--- src/rtl/fp_mul_arbiter.sv ---
// Shares one sequential FP multiplier between two requesters.
// The arbiter picks a requester round-robin, captures its operands, pulses
// Mul_Start, then waits for Mul_Done under a watchdog. It holds the result
// until the consumer takes it.
module fp_mul_arbiter #(
  parameter int WIDTH   = 32,
  parameter int TIMEOUT = 40
) (
  input  logic             CLK,
  input  logic             RST_N,
  input  logic             Req0,
  input  logic             Req1,
  input  logic [WIDTH-1:0] A0,
  input  logic [WIDTH-1:0] B0,
  input  logic [WIDTH-1:0] A1,
  input  logic [WIDTH-1:0] B1,
  output logic             Gnt0,
  output logic             Gnt1,
  output logic             Mul_Start,
  output logic [WIDTH-1:0] Mul_A,
  output logic [WIDTH-1:0] Mul_B,
  input  logic             Mul_Done,
  input  logic [WIDTH-1:0] Mul_Result,
  output logic             Rsp_Valid,
  output logic             Rsp_Id,
  output logic [WIDTH-1:0] Rsp_Data,
  input  logic             Rsp_Ready,
  output logic             Timeout_Err,
  input  logic             Err_Clr,
  output logic             Busy
);

  localparam int CW = $clog2(TIMEOUT + 1);
  localparam logic [CW-1:0] TO_CNT = CW'(TIMEOUT);

  typedef enum logic [1:0] {IDLE, ISSUE, WAIT, RESP} state_t;

  state_t           state_q, state_d;
  logic             last_q, last_d;
  logic             id_q, id_d;
  logic [WIDTH-1:0] mul_a_q, mul_a_d;
  logic [WIDTH-1:0] mul_b_q, mul_b_d;
  logic [WIDTH-1:0] rsp_data_q, rsp_data_d;
  logic [CW-1:0]    count_q, count_d;
  logic             err_q, err_d;

  // State and datapath registers. Last resets to 1 so that requester 0
  // wins the first tie.
  always_ff @(posedge CLK or negedge RST_N) begin
    if (!RST_N) begin
      state_q    <= IDLE;
      last_q     <= 1'b1;
      id_q       <= 1'b0;
      mul_a_q    <= '0;
      mul_b_q    <= '0;
      rsp_data_q <= '0;
      count_q    <= '0;
      err_q      <= 1'b0;
    end else begin
      state_q    <= state_d;
      last_q     <= last_d;
      id_q       <= id_d;
      mul_a_q    <= mul_a_d;
      mul_b_q    <= mul_b_d;
      rsp_data_q <= rsp_data_d;
      count_q    <= count_d;
      err_q      <= err_d;
    end
  end

  // Next-state logic: arbitration, watchdog, and the sticky error flag.
  // A watchdog set in the same cycle as Err_Clr overrides the clear.
  always_comb begin
    state_d    = state_q;
    last_d     = last_q;
    id_d       = id_q;
    mul_a_d    = mul_a_q;
    mul_b_d    = mul_b_q;
    rsp_data_d = rsp_data_q;
    count_d    = count_q;
    err_d      = err_q;
    if (Err_Clr) err_d = 1'b0;
    case (state_q)
      IDLE: begin
        if (Req0 && (!Req1 || last_q)) begin
          id_d    = 1'b0;
          mul_a_d = A0;
          mul_b_d = B0;
          state_d = ISSUE;
        end else if (Req1) begin
          id_d    = 1'b1;
          mul_a_d = A1;
          mul_b_d = B1;
          state_d = ISSUE;
        end
      end
      ISSUE: begin
        count_d = '0;
        state_d = WAIT;
      end
      WAIT: begin
        if (Mul_Done) begin
          rsp_data_d = Mul_Result;
          state_d    = RESP;
        end else if (count_q == TO_CNT) begin
          rsp_data_d = '0;
          err_d      = 1'b1;
          state_d    = RESP;
        end else begin
          count_d = count_q + CW'(1);
        end
      end
      RESP: begin
        if (Rsp_Ready) begin
          last_d  = id_q;
          state_d = IDLE;
        end
      end
      default: state_d = IDLE;
    endcase
  end

  // Control outputs are decoded from registered state only, so they are
  // glitch-free.
  always_comb begin
    Gnt0        = (state_q == ISSUE) && !id_q;
    Gnt1        = (state_q == ISSUE) && id_q;
    Mul_Start   = (state_q == ISSUE);
    Rsp_Valid   = (state_q == RESP);
    Busy        = (state_q != IDLE);
    Rsp_Id      = id_q;
    Rsp_Data    = rsp_data_q;
    Mul_A       = mul_a_q;
    Mul_B       = mul_b_q;
    Timeout_Err = err_q;
  end

endmodule

--- config.mk ---
export PLATFORM = sky130hd
export DESIGN_NAME = fp_mul_arbiter
export DESIGN_NICKNAME = d
export VERILOG_FILES = /design/src/rtl/fp_mul_arbiter.sv
export SDC_FILE = /design/constraint.sdc
export NUM_CORES = 1
export LEC_CHECK = 0
export CORE_MARGIN = 8
export CORE_UTILIZATION = 40
export DETAILED_ROUTE_END_ITERATION = 12
export MAX_ROUTING_LAYER = met4
export PLACE_DENSITY = 0.8
export SYNTH_ARGS = -nofsm -noshare
export SYNTH_HDL_FRONTEND = slang
export SYNTH_SLANG_ARGS = --single-unit
--- constraint.sdc ---
create_clock -name CLK -period 2.1 [get_ports CLK]
set_input_delay 0.315 -clock CLK [delete_from_list [all_inputs] [get_ports CLK]]
set_output_delay 0.315 -clock CLK [all_outputs]
set_load 0.02 [all_outputs]
=== Word-level counts from Yosys, hierarchy flattened ===
Index checks and enable logic that the tools add are counted.
W data, S select, Z words.

* Flip-flop bits (word level): 107
* Input bits: 167
* Word-level logic and storage cells: 55

* Add/sub/neg operators: 1
* Eq/ne operators: 9
* Multiplexer cells: 21
* Reduce and logical (&&, ||, !) cells: 16

{| class="wikitable"
|+ Operators by type and width
! kind !! number
|-
| $mux W32 || 6
|-
| $mux W6 || 2
|-
| $pmux W6 S2 || 1
|-
| $mux W2 || 5
|-
| $pmux W2 S4 || 1
|-
| $reduce_bool A2 Y1 || 4
|-
| $add A6 B1 Y6 const B || 1
|-
| $eq A6 B6 Y1 const B || 1
|-
| $mux W1 || 6
|-
| $ne A3 B3 Y1 const B || 2
|-
| $reduce_and A2 Y1 || 3
|-
| $reduce_and A3 Y1 || 2
|-
| $eq A2 B2 Y1 const B || 2
|-
| $ne A2 B2 Y1 const B || 2
|-
| $logic_and A1 B1 Y1 || 3
|-
| $eq A2 B1 Y1 const B || 1
|-
| $logic_not A1 Y1 || 2
|-
| $logic_not A2 Y1 || 1
|-
| $ne A2 B1 Y1 const B || 1
|-
| $logic_or A1 B1 Y1 || 1
|}

=== Logic depth before layout (Yosys ltp) ===
Gate-level depths: netlist (run 1).

* Word-level depth: 5
* Mapped depth: 8
* Gate-level depth less buffers: 5

=== Worst setup path after synthesis (run 1) ===
Ideal clock, no wire load.

* Path kind: reg2reg
* Start point: reg state_q[0]
* End point: reg count_q[5]
* Arrival: 1.446 ns
* Data required time: 1.996 ns
* Path slack: 0.550 ns
* Cell stages (with the launch flop): 7
* Cells stage by stage: dfrtp_1 > inv_1 > ha_1 > buf_2 > inv_1 > or3_1 > o311ai_1

* Cells in the longest elaborated chain, start to end: 3
* Elaborated cells between the ends (all ways): 7
* Classes of those cells: eq/ne (4); mux (1); reduce/logical (2)

{| class="wikitable"
|+ RTL lines
! what !! line !! RTL
|-
| from (decl) || 38 || <nowiki>state_t state_q, state_d;</nowiki>
|-
| from (signal assigned) || 60 || <nowiki>state_q <= state_d;</nowiki>
|-
| $eq A2 B2 Y1 / $eq A2 B1 Y1 (equally long branches) || 83 || <nowiki>case (state_q)</nowiki>
|-
| $ne A2 B2 Y1 (no line) / $reduce_bool A2 Y1 (equally long branches) || n/a ||
|-
| $reduce_and A3 Y1 (no line) || n/a ||
|-
| to (signal assigned) || 66 || <nowiki>count_q <= count_d;</nowiki>
|-
| to (decl) || 44 || <nowiki>logic [CW-1:0] count_q, count_d;</nowiki>
|}

Parallel ways exist; a longest one is shown, timed or not.
A chain may end at the register's enable or synchronous reset.

=== Final worst setup path (run 1) ===
* Start point: reg state_q[1]
* End point: out Rsp_Valid

* Cells in the longest elaborated chain, start to end: 1

{| class="wikitable"
|+ RTL lines
! what !! line !! RTL
|-
| $eq A2 B2 Y1 || 129 || <nowiki>Rsp_Valid = (state_q == RESP);</nowiki>
|-
| to (decl) || 24 || <nowiki>output logic Rsp_Valid,</nowiki>
|}

No other way between the ends.

==> results of run 1 <==
-- routing by layer --
| layer | track usage [%] | up-vias | share of wire [%] |
|---|---|---|---|
| met4 | 12.8 | 0 | 4.6 |
| met3 | 4.15 | 47 | 5.5 |
| met2 | 37.0 | 199 | 51 |
| met5 | - | - | 0 |
| li1 | - | 2515 | - |
| met1 | 24.1 | 2514 | 39 |
-- final cells by class --
type	count	area (sq um)	share of cell area [%]
Clock buffer	12	267	3.15
Sequential cell	107	2680	31.7
Multi-Input combinational cell	409	2310	27.3
Inverter	11	41.3	0.488
Timing Repair Buffer	281	2840	33.6
Clock inverter	4	95.1	1.12
Antenna cell	2	5.00	0.0592
Tap cell	176	220	2.60
-- synth_stat cells, drive strengths merged, types with 2 or more instances --
master   instances  area [sq um]
nand2b           2          12.5
nand4b           3          41.3
a31oi           65           407
nand2           69           259
o2bb2ai          2          17.5
nand3b          64           480
o21ai           98           490
nor2            66           248
clkbuf          10          38.8
nor2b            5          33.8
o211ai           3          22.5
mux2i            2          20.0
dfrtp          106          2650
inv             11          41.3
ha               6          75.1
o2111ai          2          17.5
a21oi            3          15.0
and2             2          12.5
buf             45           244
a211oi           2          15.0
-- timing repair --
action	CTS	global route
gates resized for setup	3	1
setup endpoints to repair	3	1
hold buffers	1	0
setup buffers	0	0
hold endpoints to repair	23	0
-- path summary, 6_finish.rpt --
check / start / endpoint / slack (ns)
max: state_q[1]$_DFFE_PN0P_ / Rsp_Valid / 0.16
min: RST_N / Rsp_Data[10]$_DFFE_PN0P_ / 0.41
max reg2reg: state_q[0]$_DFFE_PN0P_ / Rsp_Data[24]$_DFFE_PN0P_ / 0.22
min reg2reg: Rsp_Data[2]$_DFFE_PN0P_ / Rsp_Data[2]$_DFFE_PN0P_ / 0.53
max in group asynchronous: RST_N / last_q$_DFFE_PN1P_ / 0.96
min in group CLK: Req0 / Mul_B[23]$_DFFE_PN0P_ / 0.44
-- power groups by stage --
| stage | Combinational (uW) | Clock [uW] | Sequential, uW |
|---|---|---|---|
| 2_1_floorplan | 2160 | 0 | 4690 |
| 3_3_place_gp | 6020 | 0 | 3570 |
| 3_5_place_dp | 6190 | 0 | 3620 |
| 4_1_cts | 6190 | 2050 | 3600 |
| 5_1_grt | 6580 | 2130 | 3720 |
| 6_report | 6130 | 2020 | 3600 |
-- kinds of logic after synthesis --
logic type / Yosys count / synth area share (%)
AOI/OAI and AO/OA: 182 / 19.7
adders and majority gates: 6 / 1.42
buffers and inverters: 66 / 6.11
DFF: 107 / 50.5
muxes: 3 / 0.590
and+or+nand+nor: 218 / 21.6
-- worst max-delay path, stage by stage, from the launching register on --
cell and delay, ns:
dfrtp_1 0.41, ha_1 0.24, clkdlybuf4s50_1 0.64
-- placed cells by master (no fill, tap or decap), types with 3 or more instances in the layout --
master           instances
nand3b_1                64
inv_1                    9
buf_4                    7
nor2b_1                  4
a21oi_1                  3
ha_1                     6
nand2_1                 69
a31oi_1                 65
dlygate4sd2_1            3
clkdlybuf4s50_1        263
bufinv_16                3
o211ai_1                 3
buf_12                   5
o21ai_0                 97
nor2_1                  66
clkbuf_8                 3
clkbuf_16                9
dfrtp_1                106
-- registers in the layout, summed over array words and instances, names as in the netlist --
signal	cells
Mul_A	32
Timeout_Err	1
Rsp_Id	1
state_q	2
Rsp_Data	32
count_q	6
last_q	1
Mul_B	32
-- stage by stage --
step	instances	power [uW]	hold WS (ns)	setup slack, ns
after floorplan	582	6840	0.0194	0.550
after global placement	983	9600	0.237	0.292
after detailed placement	983	9810	0.243	0.202
after CTS	1000	11800	0.409	0.0662
after global routing	1002	12400	0.425	0.0917
final	1002	11700	0.406	0.156
==> summary.txt, run 1 <==
Synthesis
  • Post-synthesis sequential element count: 107
  • Distinct cells, synth: 44
  • Ys async rst share: 100%
  • EDFF count, synth: 0
  • Main flop type after synthesis: dfrtp_1
  • Post-Syn Instances: 582
  • Avg Cell Area, Syn: 9.11 sq um
  • Cell Area, Synth: 0.00530 sq mm
  • Sequential area share after synthesis: 50.5%
  • Syn Nets: 755
  • Yosys warning count: 0

Clock network
  • CTS sink cnt: 107
  • Clk slew on worst S/H paths: 0.07 ns
  • H-tree Lvls: 3
  • Max Root-Sink Buffers: 2
  • Total CTS buffers: 9
  • Worst skew pair latency: 0.35 ns
  • CTS tree: built
  • Clk root buf: clkbuf_16

Power and ir drop
  • Clock power frac: 17.2%
  • Switching share of power: 39.4%
  • Switch Pwr: 4630 uW
  • Reg power frac: 30.6%
  • Power per standard cell area: 1390 mW/mm^2
  • P_leak: 0.00332 uW
  • Combinational Power Share: 52.2%
  • Pint: 7120 uW
  • VDD IR max: 923 uV

Floorplanning
  • Die width: 131 um
  • Starting Density: 40.5%
  • Die Y-Extent: 131 um
  • Core Region: 0.0131 sq mm
  • I/O pins: 270
  • DIE AREA: 0.0172 sq mm
  • Row Count: 42

STA
  • RSZ-0062 raised after global routing: false
  • Maximum clock frequency: 515 MHz
  • Worst slew pin tran: 0.435 ns
  • Clk_skew: 0.0101 ns
  • Period Utilization, post-route: 92.6%
  • Min Tclk post-route: 1.94 ns
  • Final Hold Vio Count: 0
  • Final setup fails: 0
  • Final Max Slew Viols: 0
  • Final TNS setup: 0 ns
  • Headroom to the max-slew limit: 71.0%

Detailed routing
  • Via count: 5275
  • DRT Wirelength: 19000 um
  • Post-DR vias/cell: 5.26
  • DRT antenna net count: 0
  • Initial DRC count: 406
  • Remaining DRCs: 0
  • Routed WL per cell: 19.0 um
  • First drt pass iteration count: 5

Setup path
  • Largest fanout on the critical path: 4
  • Setup CP Type: flop to output pin
  • CP Launch Type: flop
  • Arrival time of the worst setup path: 1.63 ns
  • Req. time, crit path: 1.78 ns
  • FF-to-FF path depth: 6
  • Setup crit end kind: output pin

Finish
  • # nets final: 992
  • Area grow syn2layout: 59.5%
  • Post-route cell area: 0.00846 sq mm
  • Layout Utilization: 64.6%
  • Layout cells sized above 1: 4.73%
  • Fillcell total: 1050

Global route
  • Vias in the first global route: 5482
  • GRT overflow: 0
  • Total GRT Usage: 22.0%
  • Largest net degree at the start of global routing: 130
  • Global-route wire length before repair: 29900 um
  • Initial antenna violation count: 2

Hold path
  • HP Class: primary input to asynchronous set/reset pin

Placement
  • Port-buffer cells: 269
  • Placed Area: 0.00808 sq mm
  • Post-detail-place hpwl: 14000 um
  • Gpl congestion: 0.909

Outcome
  • Status: finished, final reports clean

Run
  • Max-cap viol count: 0
No activity file was read; power rests on OpenSTA's default activity.
==> run 2: changes to the inputs <==
SLEW_MARGIN = 20   (was not set)
==> results of run 2 <==
The final DEF is identical to that of run 1; final timing and power are the same.
==> run 3: changes to the inputs <==
RECOVER_POWER = 100   (was not set)
==> run 3 against run 2 <==
  * Routed wire length barely moved
  * Flip-flop and latch count unchanged
  * Sequential share of layout area rose by 0.20 points
  * Die area stayed put
  * Critical path type unchanged
==> summary.txt, run 3 (same netlist as run 1, synthesis figures left out) <==
Detailed routing
  • Initial DRC count: 363 (was 406)
  • First drt pass iteration count: 5 (unchanged)
  • Via count: 5310 (was 5275)
  • DRT antenna net count: 0 (unchanged)
  • Routed WL per cell: 19.0 um (about the same)
  • Remaining DRCs: 0 (unchanged)
  • Post-DR vias/cell: 5.30 (was 5.26)
  • DRT Wirelength: 19000 um (about the same)

Outcome
  • Status: finished, final reports clean (unchanged)

Finish
  • Commonest non-fill, non-tap cells in the layout: clkdlybuf4s50_1 (165), dfrtp_1 (106), dlygate4sd3_1 (99) (was clkdlybuf4s50_1 (263), dfrtp_1 (106), o21ai_0 (97))
  • Fillcell total: 1061 (was 1050)
  • Layout Utilization: 64.2% (was 64.6%)
  • Area grow syn2layout: 58.5% (was 59.5%)
  • Commonest non-fill, non-tap cell in the layout: clkdlybuf4s50_1 (unchanged)
  • Layout cells sized above 1: 4.49% (was 4.73%)
  • # nets final: 992 (unchanged)

Floorplanning
  • Core Region: 0.0131 sq mm (unchanged)
  • I/O pins: 270 (unchanged)
  • Die Y-Extent: 131 um (unchanged)
  • Starting Density: 40.5% (unchanged)
  • Die width: 131 um (unchanged)
  • Row Count: 42 (unchanged)
  • DIE AREA: 0.0172 sq mm (unchanged)

Global route
  • Initial antenna violation count: 2 (unchanged)
  • Total GRT Usage: 22.0% (unchanged)
  • Vias in the first global route: 5482 (unchanged)
  • Global-route wire length before repair: 29900 um (unchanged)
  • GRT overflow: 0 (unchanged)
  • Largest net degree at the start of global routing: 130 (unchanged)

Clock network
  • Max Root-Sink Buffers: 2 (unchanged)
  • Total CTS buffers: 9 (unchanged)
  • Worst skew pair latency: 0.35 ns (about the same)
  • H-tree Lvls: 3 (unchanged)
  • CTS sink cnt: 107 (unchanged)
  • CTS tree: built (unchanged)
  • Clk slew on worst S/H paths: 0.07 ns (about the same)
  • Clk root buf: clkbuf_16 (unchanged)

STA
  • Min Tclk post-route: 1.93 ns (was 1.94 ns)
  • Final Hold Vio Count: 0 (unchanged)
  • Worst slew pin tran: 0.836 ns (was 0.435 ns)
  • Headroom to the max-slew limit: 44.3% (was 71.0%)
  • Worst hold margin: 0.402 ns (was 0.406 ns)
  • Final TNS setup: 0 ns (unchanged)
  • Maximum clock frequency: 517 MHz (was 515 MHz)
  • Clk_skew: 0.0108 ns (was 0.0101 ns)
  • Final Max Slew Viols: 0 (unchanged)
  • RSZ-0062 raised after global routing: false (unchanged)
  • Period Utilization, post-route: 92.1% (was 92.6%)
  • Final setup fails: 0 (unchanged)

Setup path
  • Worst r2r src: state_q[0]$_DFFE_PN0P_ (unchanged)
  • CP startpoint: state_q[1]$_DFFE_PN0P_ (unchanged)
  • Setup crit end kind: output pin (unchanged)
  • Largest fanout on the critical path: 4 (unchanged)
  • Arrival time of the worst setup path: 1.62 ns (was 1.63 ns)
  • Setup CP Type: flop to output pin (unchanged)
  • CP Launch Type: flop (unchanged)
  • FF-to-FF path depth: 6 (unchanged)
  • Req. time, crit path: 1.78 ns (about the same)

Hold path
  • HP Class: primary input to asynchronous set/reset pin (unchanged)

Run
  • Max-cap viol count: 0 (unchanged)

Placement
  • Post-detail-place hpwl: 14000 um (unchanged)
  • Gpl congestion: 0.909 (unchanged)
  • Port-buffer cells: 269 (unchanged)

Power and ir drop
  • P_leak: 0.00331 uW (was 0.00332 uW)
  • VDD IR max: 882 uV (was 923 uV)
  • Power per standard cell area: 1350 mW/mm^2 (was 1390 mW/mm^2)
==> run 3: cell count changes in the layout (fill, tap and decap cells not counted), moves of 2 or more <==
cell / previous run / this run
clkdlybuf4s50_1: 263 / 165
clkbuf_2: 0 / 2
dlygate4sd3_1: 1 / 99
buf_12: 5 / 3
buf_4: 7 / 5
==> run 3: report_power, final <==
| part | switching, uW | total, uW | internal [uW] |
|---|---|---|---|
| clock network | 754 | 2020 | 1260 |
| logic | 3310 | 5750 | 2440 |
| registers | 518 | 3560 | 3040 |
==> run 3: path summary, 6_finish.rpt <==
kind	to	slack, ns
hold reg to reg	Timeout_Err$_DFF_PN0_	0.52
max in group asynchronous	Mul_B[6]$_DFFE_PN0P_	0.51
min in group CLK	Mul_B[23]$_DFFE_PN0P_	0.43
setup / recovery	Rsp_Valid	0.17
setup reg to reg	Rsp_Data[24]$_DFFE_PN0P_	0.20
hold / removal	Rsp_Data[8]$_DFFE_PN0P_	0.40
==> run 3: what timing repair did <==
item	in CTS	in global routing
endpoints found under the setup margin	3	1
endpoints found under the hold margin	23	0
gates resized for setup	3	1
setup buffers	0	0
hold buffers	1	0
pin swaps	0	0
==> run 3: worst max-delay path: stages, from the launching register on <==
cell	delay, ns
dfrtp_1	0.41
ha_1	0.24
clkdlybuf4s50_1	0.64
==> run 3: stage by stage <==
step	setup WS, ns	std cells	instance area [sq um]	power [uW]
3_5_place_dp	0.202	983	8080	9810
6_report	0.166	1002	8400	11300
4_1_cts	0.0662	1000	8450	11800
5_1_grt	0.0481	1002	8400	12000
3_3_place_gp	0.292	983	8080	9600
2_1_floorplan	0.550	582	5300	6840
==> run 3: cell type report <==
| type | instances | area [sq um] | area share, % |
|---|---|---|---|
| flip-flops and latches | 107 | 2680 | 31.9 |
| clock inverters | 4 | 95.1 | 1.13 |
| diodes | 2 | 5.00 | 0.0596 |
| multi-input cells | 409 | 2290 | 27.3 |
| repair buffers | 281 | 2800 | 33.4 |
| inverters | 11 | 41.3 | 0.491 |
| well taps | 176 | 220 | 2.62 |
| clock buffers | 12 | 267 | 3.17 |
==> run 3: routing by layer <==
metal / vias to the layer above / routed length [um] / global-route usage, %
met3: 48 / 1050 / 4.15
met2: 202 / 9720 / 37.0
met1: 2535 / 7390 / 24.1
met5: - / 0 / -
li1: 2525 / - / -
met4: 0 / 882 / 12.8
